--- src/rtl/proc_defs.sv ---
// Shared fetch-pipeline constants and FSM state encoding.
// Pure definitions; no logic.
// Imported by the fetch top and its IF/ID register.
package proc_defs;

    localparam logic [15:0] RESET_PC    = 16'h0000;
    localparam logic [15:0] NOP         = 16'h0000;
    localparam logic [15:0] HALT_OPCODE = 16'hFFFF;

    typedef enum logic {
        ST_RUN  = 1'b0,
        ST_HALT = 1'b1
    } fetch_state_e;

endpackage

--- src/rtl/ifid_reg.sv ---
// IF/ID pipeline register: instruction word, its address and a valid bit.
// Latency: 1 cycle from load/flush to outputs; async active-low clear.
// Backpressure: holds contents whenever neither load nor flush is asserted.
module ifid_reg
    import proc_defs::*;
(
    input  logic        clk,
    input  logic        rst,
    input  logic        load_i,
    input  logic        flush_i,
    input  logic [15:0] instr_i,
    input  logic [15:0] pc_i,
    output logic [15:0] instr_o,
    output logic [15:0] pc_o,
    output logic        valid_o
);

    logic [15:0] instr_q, instr_d;
    logic [15:0] pc_q, pc_d;
    logic        valid_q, valid_d;

    // Flush wins over load; a flush keeps the old address so decode still
    // sees where the squashed slot came from.
    always_comb begin
        instr_d = instr_q;
        pc_d    = pc_q;
        valid_d = valid_q;
        if (flush_i) begin
            instr_d = NOP;
            valid_d = 1'b0;
        end else if (load_i) begin
            instr_d = instr_i;
            pc_d    = pc_i;
            valid_d = 1'b1;
        end
    end

    // State registers, cleared asynchronously.
    always_ff @(posedge clk or negedge rst) begin
        if (!rst) begin
            instr_q <= NOP;
            pc_q    <= RESET_PC;
            valid_q <= 1'b0;
        end else begin
            instr_q <= instr_d;
            pc_q    <= pc_d;
            valid_q <= valid_d;
        end
    end

    assign instr_o = instr_q;
    assign pc_o    = pc_q;
    assign valid_o = valid_q;

endmodule

--- src/rtl/instruction_fetch.sv ---
// Instruction fetch stage: PC register, RUN/HALT FSM, IF/ID register.
// Latency: word at PC=N appears on IF/ID one cycle after PC=N.
// Backpressure: C_Stall holds PC and IF/ID; C_BranchTaken overrides stall.
module instruction_fetch
    import proc_defs::*;
(
    input  logic        clk,
    input  logic        rst,
    output logic [15:0] A_InstrAddress,
    output logic        C_IMRead,
    input  logic [15:0] D_Instruction,
    input  logic        C_Stall,
    input  logic        C_BranchTaken,
    input  logic [15:0] A_BranchTarget,
    output logic [15:0] D_IFID_Instr,
    output logic [15:0] A_IFID_PC,
    output logic        C_IFID_Valid,
    output logic        C_Halted
);

    logic [15:0]  pc_q, pc_d;
    fetch_state_e state_q, state_d;
    logic         ifid_load;
    logic         ifid_flush;

    // Next-state: branch redirect beats stall; a latched HALT word freezes
    // the PC on its own address and parks the FSM until reset.
    always_comb begin
        pc_d       = pc_q;
        state_d    = state_q;
        ifid_load  = 1'b0;
        ifid_flush = 1'b0;
        case (state_q)
            ST_RUN: begin
                if (C_BranchTaken) begin
                    pc_d       = A_BranchTarget;
                    ifid_flush = 1'b1;
                end else if (!C_Stall) begin
                    ifid_load = 1'b1;
                    if (D_Instruction == HALT_OPCODE) begin
                        state_d = ST_HALT;
                    end else begin
                        pc_d = pc_q + 16'd1;
                    end
                end
            end
            default: begin
                // HALT: everything holds.
            end
        endcase
    end

    // PC and FSM state registers, cleared asynchronously.
    always_ff @(posedge clk or negedge rst) begin
        if (!rst) begin
            pc_q    <= RESET_PC;
            state_q <= ST_RUN;
        end else begin
            pc_q    <= pc_d;
            state_q <= state_d;
        end
    end

    ifid_reg u_ifid_reg (
        .clk     (clk),
        .rst     (rst),
        .load_i  (ifid_load),
        .flush_i (ifid_flush),
        .instr_i (D_Instruction),
        .pc_i    (pc_q),
        .instr_o (D_IFID_Instr),
        .pc_o    (A_IFID_PC),
        .valid_o (C_IFID_Valid)
    );

    // Read enable is gated by reset so memory is idle while reset is held.
    assign A_InstrAddress = pc_q;
    assign C_IMRead       = rst && (state_q == ST_RUN);
    assign C_Halted       = (state_q == ST_HALT);

endmodule

--- config.mk ---
export PLATFORM = sky130hd
export DESIGN_NAME = instruction_fetch
export DESIGN_NICKNAME = d
export VERILOG_FILES = /design/src/rtl/proc_defs.sv /design/src/rtl/ifid_reg.sv /design/src/rtl/instruction_fetch.sv
export SDC_FILE = /design/constraint.sdc
export NUM_CORES = 1
export LEC_CHECK = 0
export ABC_AREA = 0
export BUFFER_PORTS_ARGS = -buffer_cell sky130_fd_sc_hd__buf_4
export CORE_MARGIN = 2
export CORE_UTILIZATION = 30
export CTS_BUF_LIST = sky130_fd_sc_hd__clkbuf_4 sky130_fd_sc_hd__clkbuf_8
export CTS_CLUSTER_DIAMETER = 40
export DETAILED_ROUTE_END_ITERATION = 6
export SYNTH_ARGS = -nofsm -noshare
export SYNTH_HDL_FRONTEND = slang
export SYNTH_SLANG_ARGS = --single-unit
--- constraint.sdc ---
create_clock -name clk -period 1.7 [get_ports clk]
set_input_delay 0.34 -clock clk [delete_from_list [all_inputs] [get_ports clk]]
set_output_delay 0.34 -clock clk [all_outputs]
set_load 0.005 [all_outputs]
Word level (Yosys, flattened, before mapping)

Cells that the tools add are included.

Memory bits (writable): 0
Register bits: 50
Memories: 0
ROM bits: 0
Bits in latches: 0
Bits of input ports: 36

$add $sub $neg: 1
Div/mod/pow operators: 0
Multiply operators: 0
Reduce and logical (&&, ||, !) cells: 4
Shift operators: 0
Equal/unequal tests: 3
Bitwise gates (word level): 2
Order comparisons: 0
Muxes and demuxes: 16

Operators by type and width:

| operator                | count |
|---|---|
| $mux W16                | 5 |
| $add A16 B1 Y16 const B | 1 |
| $eq A16 B16 Y1 const B  | 1 |
| $mux W1                 | 11 |
| $reduce_and A3 Y1       | 1 |
| $ne A2 B1 Y1 const B    | 1 |
| $ne A2 B2 Y1 const B    | 1 |
| $not A1 Y1              | 2 |
| $reduce_and A2 Y1       | 1 |
| $reduce_bool A2 Y1      | 1 |
| $logic_and A1 B1 Y1     | 1 |

Depth between registers and ports, before layout

Depth after elaboration: 5
Gate-level depth with buffers: 7
Depth with buffers taken out: 5

Cells and area by module

A second synthesis with hierarchy kept.

Cells, all modules: 224
Area, all modules: 2,531.2 um^2

By module, submodules not included:

| module            | instances | sequential area each (um^2) | area each (um^2) | cells each |
|---|---|---|---|---|
| ifid_reg          | 1         | 825.8                       | 1,343.8          | 90 |
| instruction_fetch | 1         | 425.4                       | 1,187.4          | 134 |

Worst setup path before layout

Ideal clock, no wire load.

Path kind: input -> register
Start point: in D_Instruction[15]
End point: reg pc_q[0] (netlist: A_InstrAddress[0])
Path buffers: 1
Setup time: 0.128 ns
Stages: 5
Data arrival time: 1.655 ns
Path slack: -0.083 ns
Cells stage by stage: nand4_1 > or4_1 > buf_4 > o21ai_4 > mux2_1

Cells in the longest elaborated chain, start to end: 3

RTL lines:

| item                               | RTL line                | text |
|---|---|---|
| start, declared                    | instruction_fetch.sv:11 | `input logic [15:0] D_Instruction,` |
| $eq A16 B16 Y1                     | instruction_fetch.sv:40 | `if (D_Instruction == HALT_OPCODE) begin` |
| $ne A2 B2 Y1 (no source line)      | --                      |  |
| $reduce_and A3 Y1 (no source line) | --                      |  |
| end signal, assigned               | instruction_fetch.sv:59 | `pc_q <= pc_d;` |
| end, declared                      | instruction_fetch.sv:21 | `logic [15:0] pc_q, pc_d;` |

No other way between the ends.
A chain may end at the register's enable or synchronous reset.

Worst setup path in the final report

Start point: in D_Instruction[15]
End point: reg pc_q[1] (netlist: A_InstrAddress[1])

The elaborated chain is that of the path after synthesis.

==> impl_results.md <==
* Worst EP required at 1.89 ns
* Antenna violations before repair at 0
* CTS root buf: clkbuf_8
* Achievable clock frequency at 622.4 MHz
* Initial Util at 0.3081
* Antenna Cells at 0
* Placed cell count at 433
* Post-synthesis sequential area ratio at 0.5283
* Vias per cell at 5.196
* DR DRC count at 0
* Min cycle time layout at 1.607 ns
* Dpl ws at -0.2386 ns
* P_leak at 1.651 nW
* Total clock sinks at 50
* Clock Tree Buf Depth at 2
* Net Count, Synth at 249
* Peak VDD IR at 0.0004116 V
* Critical-path cell list: buf_4 > nand4_1 > or4_1 > o21ai_4 > mux2_1
* RSZ-0062 raised after global routing: no
* Number of H-tree levels at 2
* Worst path slowest cell: or4_1
* Unique masters post-synth at 49
* Top delay family on crit path: simple AND/OR/NAND/NOR gates
* Vias post-DR at 2,302
* Routed WL at 7.070 mm
* Tcrit/Tclk final at 0.9452
* Status: finished, final reports clean
* Fin. Hold Viols at 0
* Routed wire per std cell at 15.96 um
* Vias in the first global route at 2,255
* Hold WC Path Type: in -> async
* Synth cell count leaders: dfrtp_1 (50), nor2_1 (17), a22o_1 (16)
* Worst setup margin at 0.09322 ns
* Crit start category: primary input
* Top cell type's share of synthesized area at 0.5283
* Die area at 0.008622 sq mm
* Nets at 377
* Layout cell share with drive strength beyond 1 at 0.4868
* Worst-path fanout max at 4
* Post-Syn Area at 0.002369 sq mm
* Worst Clk Skew at 0.003844 ns
* Worst Setup Path Type: in -> reg
* GRT overflow at 0
* Synth Register Bits at 50
* Max-Cap Viols at 0
* Area of the multi-input gates at 0.001064 sq mm
* Average cell area after synthesis at 11.17 sq um
* Fillers at 766
* First-pass GRT wire length at 11.36 mm
* Final instance area at 0.003566 sq mm
* Slew headroom at 0.5616
* IO Port Bufs at 86
* Gpl congestion at 0.8823
* Rows at 32
* Hold slack at 0.1519 ns
* CTS tree: yes
* Clock-pin slew on the worst setup and hold paths at 0.09 ns
* Worst Max-Slew Pin Slew at 0.6576 ns
* Layout area overhead at 50.55%
* Core box area at 0.007687 sq mm
* Cell with the most instances after synthesis: dfrtp_1
* First DRT Iteration DRCs at 91
* Num CTS Buffers at 5
* Die height at 92.86 um
* Critical path data arrival time at 1.80 ns
* Largest net degree at the start of global routing at 51
* Gr usage total at 0.1676
* Pwr Density at 834.4 mW/mm^2
* Synth async-reset ratio at 1.000
* Register area at 0.001251 sq mm
* Pins Over Slew Limit at 0
* Die Wd at 92.86 um
* Area post-placement at 0.003448 sq mm
* Antenna-violating nets left at 0
* Hold buffer count at cts at 0
* Final HPWL DP at 5.217 mm
* Number of enable flip-flop cells after synthesis at 0
* Final count of negative-setup-slack endpoints at 0
* Endpoint class of the critical path: flop
* Clk_lat worst skew at 0.30 ns
* Largest area contributor in the synthesized netlist: dfrtp_1
* DR pass1 iterations at 4
* Fin util at 0.4639
* Post-synthesis cell count at 212
* Main synth FF type: dfrtp_1
* Buffers plus inverters on the worst setup path at 1
* Top Ports at 87
* Ys Warns at 0
* Layout Cells excl Fill at 443
* Main area contributors after synthesis: dfrtp_1 (53%), mux2_2 (7.1%), a22o_1 (5.9%)
* Critical Path Max Stage Delay at 0.70 ns
[cell usage in the layout, fill, tap and decap left out, types with 2 or more instances in the layout]
master       n
a2bb2oi_1    2
a31oi_1      2
o21ai_0      7
clkbuf_8     5
a22o_1      16
dfrtp_1     50
inv_1        3
o2bb2ai_1    3
mux2_2      15
or4_1        2
buf_4      133
nand3_1      9
nor4_1       5
nand2_1      6
nand2b_1     2
mux2_1       2
a211oi_1     2
o32a_1       3
nor3b_1      3
a21o_1       2
o211ai_1     3
nor2_1      17
nand4_1      9
a21oi_1      5
nor4_2       2
a22oi_1      2
o311ai_0     2
nor3_1       4
[layer usage]
layer	global-route usage	share of wire	routed length [um]	vias to the layer above
li1	-	-	-	1071
met1	0.2245	0.44	3132	1134
met2	0.2663	0.48	3369	84
met3	0.04312	0.062	441	13
met4	0.05147	0.018	127	0
met5	0	0	0	-
[logic make-up after synthesis]
kind of cell             count (synthesis)  share of synthesized area
AND/OR/NAND/NOR                         70                     0.1638
buffers and inverters                   17                    0.03328
adder cells (fa/ha/maj)                  1                   0.005282
AO/OA/AOI/OAI                           57                     0.1886
multiplexers                            17                    0.08082
flip-flops                              50                     0.5283
[through the flow]
stage / setup TNS, ns / total power, W
floorplan: -0.1618 / 0.001759
global route: 0 / 0.003166
global placement: -2.025 / 0.002274
finish: 0 / 0.002976
CTS: 0 / 0.003003
detailed placement: -2.282 / 0.002290
[power by group]
group | switching (W) | leakage (nW) | total, W | internal, W
Sequential | 0.000102 | 0.613 | 0.00144 | 0.00134
Clock | 0.000417 | 0.0441 | 0.000707 | 0.000290
Combinational | 0.000332 | 0.994 | 0.000824 | 0.000492
[state kept, by name, summed over array words and instances, names as in the netlist]
register / flops
A_InstrAddress: 16
u_ifid_reg.instr_o: 16
u_ifid_reg.pc_o: 16
C_Halted: 1
u_ifid_reg.valid_o: 1
[path summary, 6_finish.rpt]
path / from / end / slack [ns] / depth (start not counted)
max: D_Instruction[15] / A_InstrAddress[1] / 0.09 / 5
min in group clk: D_Instruction[13] / u_ifid_reg.instr_o[13] / 0.26 / 2
max in group asynchronous: rst / A_InstrAddress[13] / 1.11 / 2
max reg2reg: A_InstrAddress[0] / A_InstrAddress[15] / 0.10 / 4
min: rst / u_ifid_reg.pc_o[6] / 0.15 / 2
min reg2reg: u_ifid_reg.valid_o / u_ifid_reg.valid_o / 0.49 / 1
[what timing repair did]
item / CTS / global route
endpoints found under the setup margin: 0 / 3
resized for setup: 0 / 4
setup buffers: 0 / 2
[final cells by class]
type,count,area share
inverter,4,0.004211
multi-input combinational,145,0.2982
timing repair buffer,134,0.2856
clock inverter,3,0.005965
clock buffer,5,0.01930
sequential,50,0.3509
tap,102,0.03579
Note: power is estimated with default switching activity, not from simulation.
